$ cat src/rtl/bcd_seg_scan.sv
// Four-digit multiplexed 7-segment scanner for a BCD word, with frame-aligned value updates.
// Optional leading-zero blanking is enabled by defining LZB_EN.
module bcd_seg_scan #(
  parameter int unsigned SCAN_DIV = 50000
) (
  input  logic        clk,
  input  logic        rst,
  input  logic [15:0] bcd,
  input  logic        bcd_valid,
  output logic [6:0]  seg,
  output logic [3:0]  an,
  output logic        frame_done
);
  // bcd_valid is a one-cycle strobe with no ready: the block accepts bcd on
  // every cycle bcd_valid is high, and a later strobe overwrites an earlier one.
  localparam int unsigned PW = (SCAN_DIV > 1) ? $clog2(SCAN_DIV) : 1;

  logic [PW-1:0] presc_q, presc_d;
  logic [1:0]    idx_q, idx_d;
  logic [15:0]   shown_q, shown_d;
  logic [15:0]   pending_q, pending_d;
  logic          pend_flag_q, pend_flag_d;
  logic [6:0]    seg_q, seg_d;
  logic [3:0]    an_q, an_d;
  logic          frame_done_q, frame_done_d;

  logic          tick;
  logic          wrap;
  logic [3:0]    nib;
  logic          blank;

  function automatic logic [6:0] seg_decode(input logic [3:0] n);
    logic [6:0] s;
    case (n)
      4'h0:    s = 7'h40;
      4'h1:    s = 7'h79;
      4'h2:    s = 7'h24;
      4'h3:    s = 7'h30;
      4'h4:    s = 7'h19;
      4'h5:    s = 7'h12;
      4'h6:    s = 7'h02;
      4'h7:    s = 7'h78;
      4'h8:    s = 7'h00;
      4'h9:    s = 7'h10;
      4'hA:    s = 7'h06;
      4'hF:    s = 7'h3F;
      default: s = 7'h7F;
    endcase
    return s;
  endfunction

  always_comb begin
    tick         = (presc_q == PW'(SCAN_DIV - 1));
    wrap         = tick && (idx_q == 2'd3);
    presc_d      = tick ? '0 : presc_q + PW'(1);
    idx_d        = tick ? idx_q + 2'd1 : idx_q;
    shown_d      = shown_q;
    pending_d    = pending_q;
    pend_flag_d  = pend_flag_q;
    frame_done_d = wrap;

    if (wrap) begin
      // A strobe landing on the wrap cycle bypasses pending entirely.
      if (bcd_valid) begin
        shown_d = bcd;
      end else if (pend_flag_q) begin
        shown_d = pending_q;
      end
      pend_flag_d = 1'b0;
    end else if (bcd_valid) begin
      pending_d   = bcd;
      pend_flag_d = 1'b1;
    end

    nib = shown_q[{idx_q, 2'b00} +: 4];
`ifdef LZB_EN
    blank = (idx_q != 2'd0) && ((shown_q >> {idx_q, 2'b00}) == 16'h0000);
`else
    blank = 1'b0;
`endif
    seg_d = blank ? 7'h7F : seg_decode(nib);
    an_d  = ~(4'b0001 << idx_q);
  end

  always_ff @(posedge clk) begin
    if (rst) begin
      presc_q      <= '0;
      idx_q        <= 2'd0;
      shown_q      <= 16'h0000;
      pending_q    <= 16'h0000;
      pend_flag_q  <= 1'b0;
      seg_q        <= 7'h7F;
      an_q         <= 4'hF;
      frame_done_q <= 1'b0;
    end else begin
      presc_q      <= presc_d;
      idx_q        <= idx_d;
      shown_q      <= shown_d;
      pending_q    <= pending_d;
      pend_flag_q  <= pend_flag_d;
      seg_q        <= seg_d;
      an_q         <= an_d;
      frame_done_q <= frame_done_d;
    end
  end

  assign seg        = seg_q;
  assign an         = an_q;
  assign frame_done = frame_done_q;
endmodule

$ cat config.mk
export PLATFORM = sky130hd
export DESIGN_NAME = bcd_seg_scan
export DESIGN_NICKNAME = d
export VERILOG_FILES = /design/src/rtl/bcd_seg_scan.sv
export SDC_FILE = /design/constraint.sdc
export NUM_CORES = 1
export LEC_CHECK = 0
export ABC_AREA = 1
export BUFFER_PORTS_ARGS = -buffer_cell sky130_fd_sc_hd__buf_2
export CORE_MARGIN = 2
export CORE_UTILIZATION = 25
export CTS_CLUSTER_DIAMETER = 60
export DETAILED_ROUTE_END_ITERATION = 6
export GPL_TIMING_DRIVEN = 0
export PLACE_DENSITY = 0.51
export SKIP_LAST_GASP = 1
export SYNTH_ARGS = -nofsm -noshare
export SYNTH_HDL_FRONTEND = slang
export SYNTH_SLANG_ARGS = --single-unit
export TNS_END_PERCENT = 30
$ cat constraint.sdc
create_clock -name clk -period 2.5 [get_ports clk]
set_clock_uncertainty 0.2 [all_clocks]
set_input_delay 0.125 -clock clk [delete_from_list [all_inputs] [get_ports clk]]
set_output_delay 0.125 -clock clk [all_outputs]
set_load 0.01 [all_outputs]
==> results of run 1 <==
power groups by stage:
stage               Sequential [mW]  Clock [mW]  Combinational, mW
floorplan                      1.07           0             0.0903
global placement               1.07           0              0.143
detailed placement             1.07           0              0.146
CTS                            1.05        1.41              0.174
global route                   1.05        1.47              0.198
finish                         1.05        1.38              0.174
worst reg2reg max path, delay by kind of cell (launching register included):
family	cells	cell delay [ns]
fa+ha+maj	1	0.19
flops	1	0.35
simple gates	7	0.68
buf+inv	2	0.76
sequential cells by signal, indices dropped and copies added, names as in the netlist:
signal and count:
shown_q 16, frame_done 1, presc_q 16, pend_flag_q 1
an 4, pending_q 16, seg 7, idx_q 2
cell type report:
type,count,share of cell area (%)
inverters,58,5.49
clock inverters,5,2.02
well taps,147,4.64
multi-input cells,299,37.1
plain buffers,21,3.03
clock buffers,11,6.37
flip-flops and latches,63,31.8
repair buffers,53,9.59
metal layers:
layer	track usage (%)	part of all wire [%]	vias to the layer above
li1	-	-	1551
met2	18.3	43	46
met3	3.53	4.1	11
met1	15.8	51	1301
met5	0	0	-
met4	5.38	2.1	0
path summary, 6_finish.rpt:
| path | end | slack, ns | cells after the start |
|---|---|---|---|
| min reg2reg | presc_q[0] | 0.25 | 1 |
| max reg2reg | pend_flag_q | 0.19 | 10 |
| min | presc_q[0] | 0.25 | 1 |
| max | pend_flag_q | 0.19 | 10 |
metrics by stage:
step	util (%)	std cells	total power [mW]	hold slack, ns
floorplan	-	442	1.16	0.0686
global placement	28.3	619	1.21	0.199
detailed placement	28.3	619	1.21	0.209
CTS	33.0	658	2.63	0.251
global route	33.0	657	2.72	0.274
finish	33.0	657	2.60	0.248
cells by family after synthesis:
group / Yosys count
flip-flops: 63
AO/OA/AOI/OAI: 71
XOR/XNOR: 4
AND/OR/NAND/NOR: 213
adder cells (fa/ha/maj): 11
buffers and inverters: 80
cells in the final DEF, fill, tap and decap left out, types with 7 or more instances in the layout:
cell type and count:
sky130_fd_sc_hd__nand2_1 100, sky130_fd_sc_hd__clkbuf_1 7, sky130_fd_sc_hd__dlygate4sd3_1 23, sky130_fd_sc_hd__clkbuf_16 9
sky130_fd_sc_hd__inv_1 53, sky130_fd_sc_hd__nor2_1 46, sky130_fd_sc_hd__o21ai_0 24, sky130_fd_sc_hd__nand4_1 20
sky130_fd_sc_hd__a21oi_1 46, sky130_fd_sc_hd__dfxtp_1 63, sky130_fd_sc_hd__buf_2 36, sky130_fd_sc_hd__nand3_1 32
sky130_fd_sc_hd__ha_1 11
what timing repair did:
| item | in CTS | in global routing |
|---|---|---|
| setup endpoints to repair | 0 | 1 |
| hold buffers | 23 | 0 |
| resized for setup | 0 | 3 |
| hold endpoints to repair | 18 | 0 |
==> out/results.ini, run 1 <==
[sta]
max_freq_mhz = 433
hold_viol_final = 0
slew_violations = 0
post-route-worst-setup-slack_ns = 0.193
final_min_period_over_clock_period_pct = 92.3
grt_setup_unrepaired = no
relSlewSlack_pct = 67.6
setup_total_negative_slack_ns = 0
worstMarginPinSlew_ns = 0.486
setup-violations-final = 0
period_minus_slack_ns = 2.31

[yosys]
netlist.area_leader.share_pct = 41.1
synth_top_flop_cell = sky130_fd_sc_hd__dfxtp_1
ys_async_sr_fraction_pct = 0
synth-warning-count = 0
synth-seq-cells = 63
synth_area_leader_cell = sky130_fd_sc_hd__dfxtp_1
largest_family_of_logic_cells_by_synthesized_area = simple AND/OR/NAND/NOR gates
synth_cells = 442
synth.cell_area_sq_mm = 0.00307
synthXorXnorAreaFrac_pct = 1.14
netlist_top_cells_area = sky130_fd_sc_hd__dfxtp_1, sky130_fd_sc_hd__nand2_1, sky130_fd_sc_hd__a21oi_1
yosys.area_share.adder_pct = 4.49
synth-simple-area-share_pct = 30.5
synth_top_cells_by_count = sky130_fd_sc_hd__nand2_1, sky130_fd_sc_hd__dfxtp_1, sky130_fd_sc_hd__inv_1
yosysSeqAreaShare_pct = 41.1
synthesis.nets = 472
avgSynthCellArea_sq_um = 6.94
synth-compound-area-share_pct = 11.7
synthDistinctLibCells = 25
most_frequent_cell_after_synthesis = sky130_fd_sc_hd__nand2_1
synth.area.mux_share_pct = 0
synth_edf_count = 0

[floorplan]
top_level_ports = 31
die_area_sq_mm = 0.0132
die-height_microns = 115
floorplan.core_area_sq_mm = 0.0120
rows = 40
initial_utilization_pct = 25.5
dieWidth_microns = 115

[power_and_ir_drop]
peakVddDrop_mv = 0.224
combPwrFrac_pct = 6.7
netSwitchingPower_uw = 566
cellPowerDensity_mw_per_mm2 = 656
fraction_of_power_consumed_by_sequential_logic_pct = 40.2
switching_share_pct = 21.7
clock_power_share_pct = 53.1
leakage_power_of_the_design_nw = 1.66
cellInternalPower_mw = 2.04

[grt]
global_route.overflow_total = 0
largest_net_degree_at_the_start_of_global_routing = 12
grt_util_all_layers_pct = 12.0
grt_first_pass_wirelength_mm = 12.5
first_global_vias = 2763
number_of_antenna_violations_at_the_first_check_in_global_routing = 0

[drt]
post_drt_via_cell_ratio = 4.43
drtAntennaViolNets = 0
initialDrtViolationCount = 126
vias = 2909
detail_route.drc_violations = 0
avgRoutedWirePerCell_microns = 11.0
wirelength_mm = 7.22
first_pass_iters = 4

[worst_setup_path]
path_class = flop to flop
timing.critical_path.max_delay_family = buffers and inverters
cp-startpoint = presc_q[0]
timing.critical_path.slowest_cell_delay_ns = 0.55
timing.critical_path.slowest_stage_cell = sky130_fd_sc_hd__dlygate4sd3_1
critPathLaunchType = flop
timing.rr.start = presc_q[0]
required_ns = 2.52
critical_path_peak_fanout = 10
crit_buf_inv = 2
worst_setup_path_end_kind = flop
crit_arrival_ns = 2.32
cp_cell_sequence = ha_1 -> nand2_2 -> nor2_2 -> nand3_2 -> nor2_4 -> nand2_4 -> buf_4 -> nand2_1 -> nor2_1 -> dlygate4sd3_1

[final_layout]
regArea_sq_mm = 0.00126
share_of_layout_cells_above_drive_strength_1_pct = 13.3
multi_input_area_sq_mm = 0.00147
design_area_sq_mm = 0.00397
final_net_count = 535
antennaDiodeCount = 0
fill_cell_total_of_the_finished_layout = 1294
areaGrowthSynthToFinish_pct = 29.4

[clock_tree]
postCtsSetupBuffers = 0
cts_bufs_inserted = 9
cts_htree_levels = 3
clockBufferDepth = 2
clock_tree_from_tritoncts = built
cts_root_buf = sky130_fd_sc_hd__clkbuf_16
cts.reportedPaths.clkPinSlew_ns = 0.05
cts.sink_count = 63
worst_skew_pair.late_latency_ns = 0.34

[placement]
io_buffer_count = 30
dp_hpwl_mm = 5.25
detailed_place.area_sq_mm = 0.00340
pre_cts_ws_ns = 0.343
routability_congestion_estimate_from_global_placement = 0.797

[worst_hold_path]
worstHoldStart = presc_q[0]
min_path_type = flop to flop

[flow_run]
drv_cap = 0

[status]
status = completed

No activity file was read; power rests on OpenSTA's default activity.
==> run 2: changes to the inputs <==
clock period = 2.21 ns   (was 2.5 ns; I/O delays follow)
==> out/results.ini, run 2 (same netlist as run 1, synthesis figures left out) <==
[status]
status = completed

[drt]
detail_route.drc_violations = 0
post_drt_via_cell_ratio = 4.42
initialDrtViolationCount = 113
drtAntennaViolNets = 0
vias = 2884
avgRoutedWirePerCell_microns = 10.9
wirelength_mm = 7.14
first_pass_iters = 4

[power_and_ir_drop]
leakage_power_of_the_design_nw = 1.63
cellPowerDensity_mw_per_mm2 = 746
peakVddDrop_mv = 0.253

[grt]
grt_first_pass_wirelength_mm = 12.4
global_route.overflow_total = 0
first_global_vias = 2751
number_of_antenna_violations_at_the_first_check_in_global_routing = 0
grt_util_all_layers_pct = 12.0
largest_net_degree_at_the_start_of_global_routing = 12

[flow_run]
drv_cap = 0

[worst_setup_path]
timing.critical_path.slowest_cell_delay_ns = 0.32
critical_path_peak_fanout = 11
critPathMostFrequentCell = sky130_fd_sc_hd__nand2_1
timing.critical_path.slowest_stage_cell = sky130_fd_sc_hd__dfxtp_1
crit_arrival_ns = 1.99
path_class = flop to flop
required_ns = 2.23
rr_worst_depth = 9
cp_cell_sequence = clkbuf_4 -> inv_2 -> nand2_1 -> a32oi_4 -> inv_1 -> ha_1 -> nand2_1 -> nand2_1 -> nand2_1
critPathLaunchType = flop
worst_setup_path_end_kind = flop

[floorplan]
initial_utilization_pct = 25.5
rows = 40
dieWidth_microns = 115
die_area_sq_mm = 0.0132
floorplan.core_area_sq_mm = 0.0120
top_level_ports = 31
die-height_microns = 115

[clock_tree]
clockBufferDepth = 2
clock_tree_from_tritoncts = built
cts.sink_count = 63
postCtsSetupBuffers = 0
cts_bufs_inserted = 9
cts_htree_levels = 3
cts_root_buf = sky130_fd_sc_hd__clkbuf_16
worst_skew_pair.late_latency_ns = 0.34
cts.reportedPaths.clkPinSlew_ns = 0.06

[placement]
io_buffer_count = 30
dp_hpwl_mm = 5.25
count_of_placed_standard_cells_including_taps = 619
routability_congestion_estimate_from_global_placement = 0.797

[sta]
max_freq_mhz = 509
slew_violations = 0
final_min_period_over_clock_period_pct = 88.9
hold-worst-slack_ns = 0.248
relSlewSlack_pct = 67.9
setup-violations-final = 0
worstMarginPinSlew_ns = 0.482
setup_total_negative_slack_ns = 0
hold_viol_final = 0
period_minus_slack_ns = 1.97
grt_setup_unrepaired = no

[final_layout]
finish.cell_count_without_fillers = 653
layout_top_registers = pending_q: 16 flops, presc_q: 16 flops, shown_q: 16 flops
share_of_layout_cells_above_drive_strength_1_pct = 13.8
antennaDiodeCount = 0
areaGrowthSynthToFinish_pct = 28.4
final_net_count = 531
mostFrequentLayoutCells = sky130_fd_sc_hd__nand2_1, sky130_fd_sc_hd__dfxtp_1, sky130_fd_sc_hd__inv_1
final_common_cell = sky130_fd_sc_hd__nand2_1

[worst_hold_path]
min_path_type = flop to flop
hold_depth = 1

-- run 2: layout make-up --
type | instances | area [sq um]
fillers | 1294 | 8070
multi-input cells | 299 | 1490
flip-flops and latches | 63 | 1260
repair buffers | 48 | 330
clock buffers | 11 | 253
inverters | 58 | 218
well taps | 147 | 184
plain buffers | 22 | 124
clock inverters | 5 | 80.1
-- run 2: where the power goes --
group          leakage [nW]  switching [mW]  internal, mW
Combinational         0.953           0.106        0.0801
Clock                 0.158           0.520          1.05
Sequential            0.515          0.0142          1.17
-- run 2: path summary, 6_finish.rpt --
check,from,end,slack [ns]
worst min register to register,presc_q[0],presc_q[0],0.25
worst min-delay path,presc_q[0],presc_q[0],0.25
worst max register to register,idx_q[0],seg[3],0.24
worst max-delay path,idx_q[0],seg[3],0.24
-- run 2: layer usage --
metal	wire [microns]	share of wire, %	vias to the layer above	track usage [%]
met5	0	0	-	0
met4	149	2.1	0	5.38
met3	333	4.7	11	3.53
met2	3060	43	48	18.2
met1	3600	50	1283	15.8
li1	-	-	1542	-
-- run 2: critical path, delay by kind of cell, from the launching register on --
| kind | cells | cell delay, ns |
|---|---|---|
| buffers and inverters | 3 | 0.47 |
| DFF | 1 | 0.32 |
| and+or+nand+nor | 4 | 0.30 |
| adders and majority gates | 1 | 0.29 |
| AOI/OAI and AO/OA | 1 | 0.26 |
-- run 2: through the flow --
| stage | cell area, sq um | total power [mW] | setup WS, ns | utilization [%] |
|---|---|---|---|---|
| 6_report | 3940 | 2.94 | 0.245 | 32.8 |
| 5_1_grt | 3940 | 3.07 | 0.00926 | 32.8 |
| 4_1_cts | 3910 | 2.97 | 0.0487 | 32.6 |
| 3_5_place_dp | 3400 | 1.37 | 0.0526 | 28.3 |
| 3_3_place_gp | 3400 | 1.37 | 0.0747 | 28.3 |
| 2_1_floorplan | 3070 | 1.31 | 0.343 | - |
-- run 2: timing repair --
| item | CTS | global route |
|---|---|---|
| setup endpoints to repair | 0 | 7 |
| endpoints found under the hold margin | 18 | 0 |
| gates resized for setup | 0 | 4 |
| hold buffers | 18 | 0 |
==> run 3: changes to the inputs <==
CTS_BUF_LIST = sky130_fd_sc_hd__clkbuf_4   (was default)
==> out/results.ini, run 3 (same netlist as run 1, synthesis figures left out) <==
[power_and_ir_drop]
cellPowerDensity_mw_per_mm2 = 602
peakVddDrop_mv = 0.221
leakage_power_of_the_design_nw = 1.55

[worst_setup_path]
critical_path_peak_fanout = 11
crit_arrival_ns = 2.09
timing.critical_path.slowest_stage_cell = sky130_fd_sc_hd__dfxtp_1
crit_buf_inv = 3
cp_cell_sequence = clkbuf_4 -> inv_2 -> nand2_1 -> a32oi_4 -> inv_1 -> ha_1 -> nand2_1 -> nand2_1 -> nand2_1
required_ns = 2.34
crit-reg2reg-capture = seg[3]
path_class = flop to flop
timing.critical_path.slowest_cell_delay_ns = 0.34
timing.rr.start = idx_q[0]
worst_setup_path_end_kind = flop
rrSetupSlack_ns = 0.25
timing.critical_path.max_delay_family = buffers and inverters
critPathLaunchType = flop
rr_worst_depth = 9
critPathMostFrequentCell = sky130_fd_sc_hd__nand2_1

[grt]
largest_net_degree_at_the_start_of_global_routing = 12
busiest_grt_layer = met2
first_global_vias = 2744
grt_util_met3_pct = 3.22
met2_usage_pct = 18.3
global_route.overflow_total = 0
grt_util_all_layers_pct = 11.9
number_of_antenna_violations_at_the_first_check_in_global_routing = 1
grt_first_pass_wirelength_mm = 12.5
use_met1_pct = 15.8

[clock_tree]
cts.sink_count = 63
cts_bufs_inserted = 9
clockBufferDepth = 2
cts_root_buf = sky130_fd_sc_hd__clkbuf_4
postCtsSetupBuffers = 0
worst_skew_pair.late_latency_ns = 0.42
clock_tree_from_tritoncts = built
cts_htree_levels = 3
cts.reportedPaths.clkPinSlew_ns = 0.12

[sta]
setup_total_negative_slack_ns = 0
max_freq_mhz = 509
relSlewSlack_pct = 67.6
setup-violations-final = 0
hold_viol_final = 0
hold-worst-slack_ns = 0.255
grt_setup_unrepaired = no
slew_violations = 0
final_min_period_over_clock_period_pct = 88.8
worstMarginPinSlew_ns = 0.486
post-route-worst-setup-slack_ns = 0.247
period_minus_slack_ns = 1.96

[final_layout]
final_common_cell = sky130_fd_sc_hd__nand2_1
areaGrowthSynthToFinish_pct = 22.7
layout_top_registers = pending_q: 16 flops, presc_q: 16 flops, shown_q: 16 flops
final_core_utilization_pct = 31.3
share_of_layout_cells_above_drive_strength_1_pct = 13.4
mostFrequentLayoutCells = sky130_fd_sc_hd__nand2_1, sky130_fd_sc_hd__dfxtp_1, sky130_fd_sc_hd__inv_1
fill_cell_total_of_the_finished_layout = 1318
final_net_count = 531

[placement]
pre_cts_ws_ns = 0.0526
routability_congestion_estimate_from_global_placement = 0.797
io_buffer_count = 30
dp_hpwl_mm = 5.25

[floorplan]
rows = 40
floorplan.core_area_sq_mm = 0.0120
die-height_microns = 115
dieWidth_microns = 115
top_level_ports = 31
initial_utilization_pct = 25.5
die_area_sq_mm = 0.0132

[worst_hold_path]
hold_depth = 1
worstHoldStart = presc_q[0]
min_path_type = flop to flop
hold_path_end = presc_q[0]

[drt]
wirelength_mm = 7.12
post_drt_via_cell_ratio = 4.41
avgRoutedWirePerCell_microns = 10.9
drtAntennaViolNets = 0
detail_route.drc_violations = 0
first_pass_iters = 4
vias = 2881
initialDrtViolationCount = 137

[status]
status = completed

[flow_run]
drv_cap = 0

==> run 3: timing repair <==
action / 4_1_cts / 5_1_grt
hold endpoints to repair: 39 / 0
resized for setup: 0 / 4
setup endpoints to repair: 0 / 7
hold buffers: 18 / 0
==> run 3: worst max-delay path by stage <==
stage	from	endpoint	cells past startpoint	slack (ns)
floorplan	idx_q[0]	seg[3]	9	0.34
global placement	idx_q[0]	seg[3]	9	0.07
detailed placement	idx_q[0]	seg[3]	9	0.05
CTS	idx_q[0]	seg[3]	9	0.04
global route	idx_q[0]	seg[3]	11	0.004
finish	idx_q[0]	seg[3]	9	0.25
==> run 3: worst register-to-register path: stages, from the launching register on <==
cell and delay (ns):
sky130_fd_sc_hd__dfxtp_1 0.34, sky130_fd_sc_hd__clkbuf_4 0.19, sky130_fd_sc_hd__inv_2 0.17, sky130_fd_sc_hd__nand2_1 0.11, sky130_fd_sc_hd__a32oi_4 0.26, sky130_fd_sc_hd__inv_1 0.12
sky130_fd_sc_hd__ha_1 0.29, sky130_fd_sc_hd__nand2_1 0.07, sky130_fd_sc_hd__nand2_1 0.07, sky130_fd_sc_hd__nand2_1 0.05
==> run 3: per-layer routing <==
layer	part of all wire (%)	routed length [microns]
met5	0	0
met1	51	3660
met3	4.6	326
met4	1.6	111
met2	42	3020
==> run 3: cell type report <==
cell class                      instances  area, sq um  area share (%)
Clock inverter                          7         87.6            2.33
Multi-Input combinational cell        299         1490            39.5
Sequential cell                        63         1260            33.5
Tap cell                              147          184            4.89
Inverter                               58          218            5.79
Buffer                                 22          124            3.29
Antenna cell                            1         2.50          0.0665
Clock buffer                            9         67.6            1.80
Timing Repair Buffer                   48          330            8.78
==> run 3: per-stage QoR <==
step                instance area (sq um)  total power [mW]  instances
detailed placement                   3400              1.37        619
global placement                     3400              1.37        619
global route                         3760              2.39        654
floorplan                            3070              1.31        442
CTS                                  3740              2.30        653
finish                               3760              2.27        654
==> run 3: power by group <==
group,switching (mW),total [mW],internal [mW]
clock,0.447,0.896,0.449
combinational,0.107,0.187,0.0801
sequential,0.0141,1.18,1.17
total,0.569,2.27,1.70
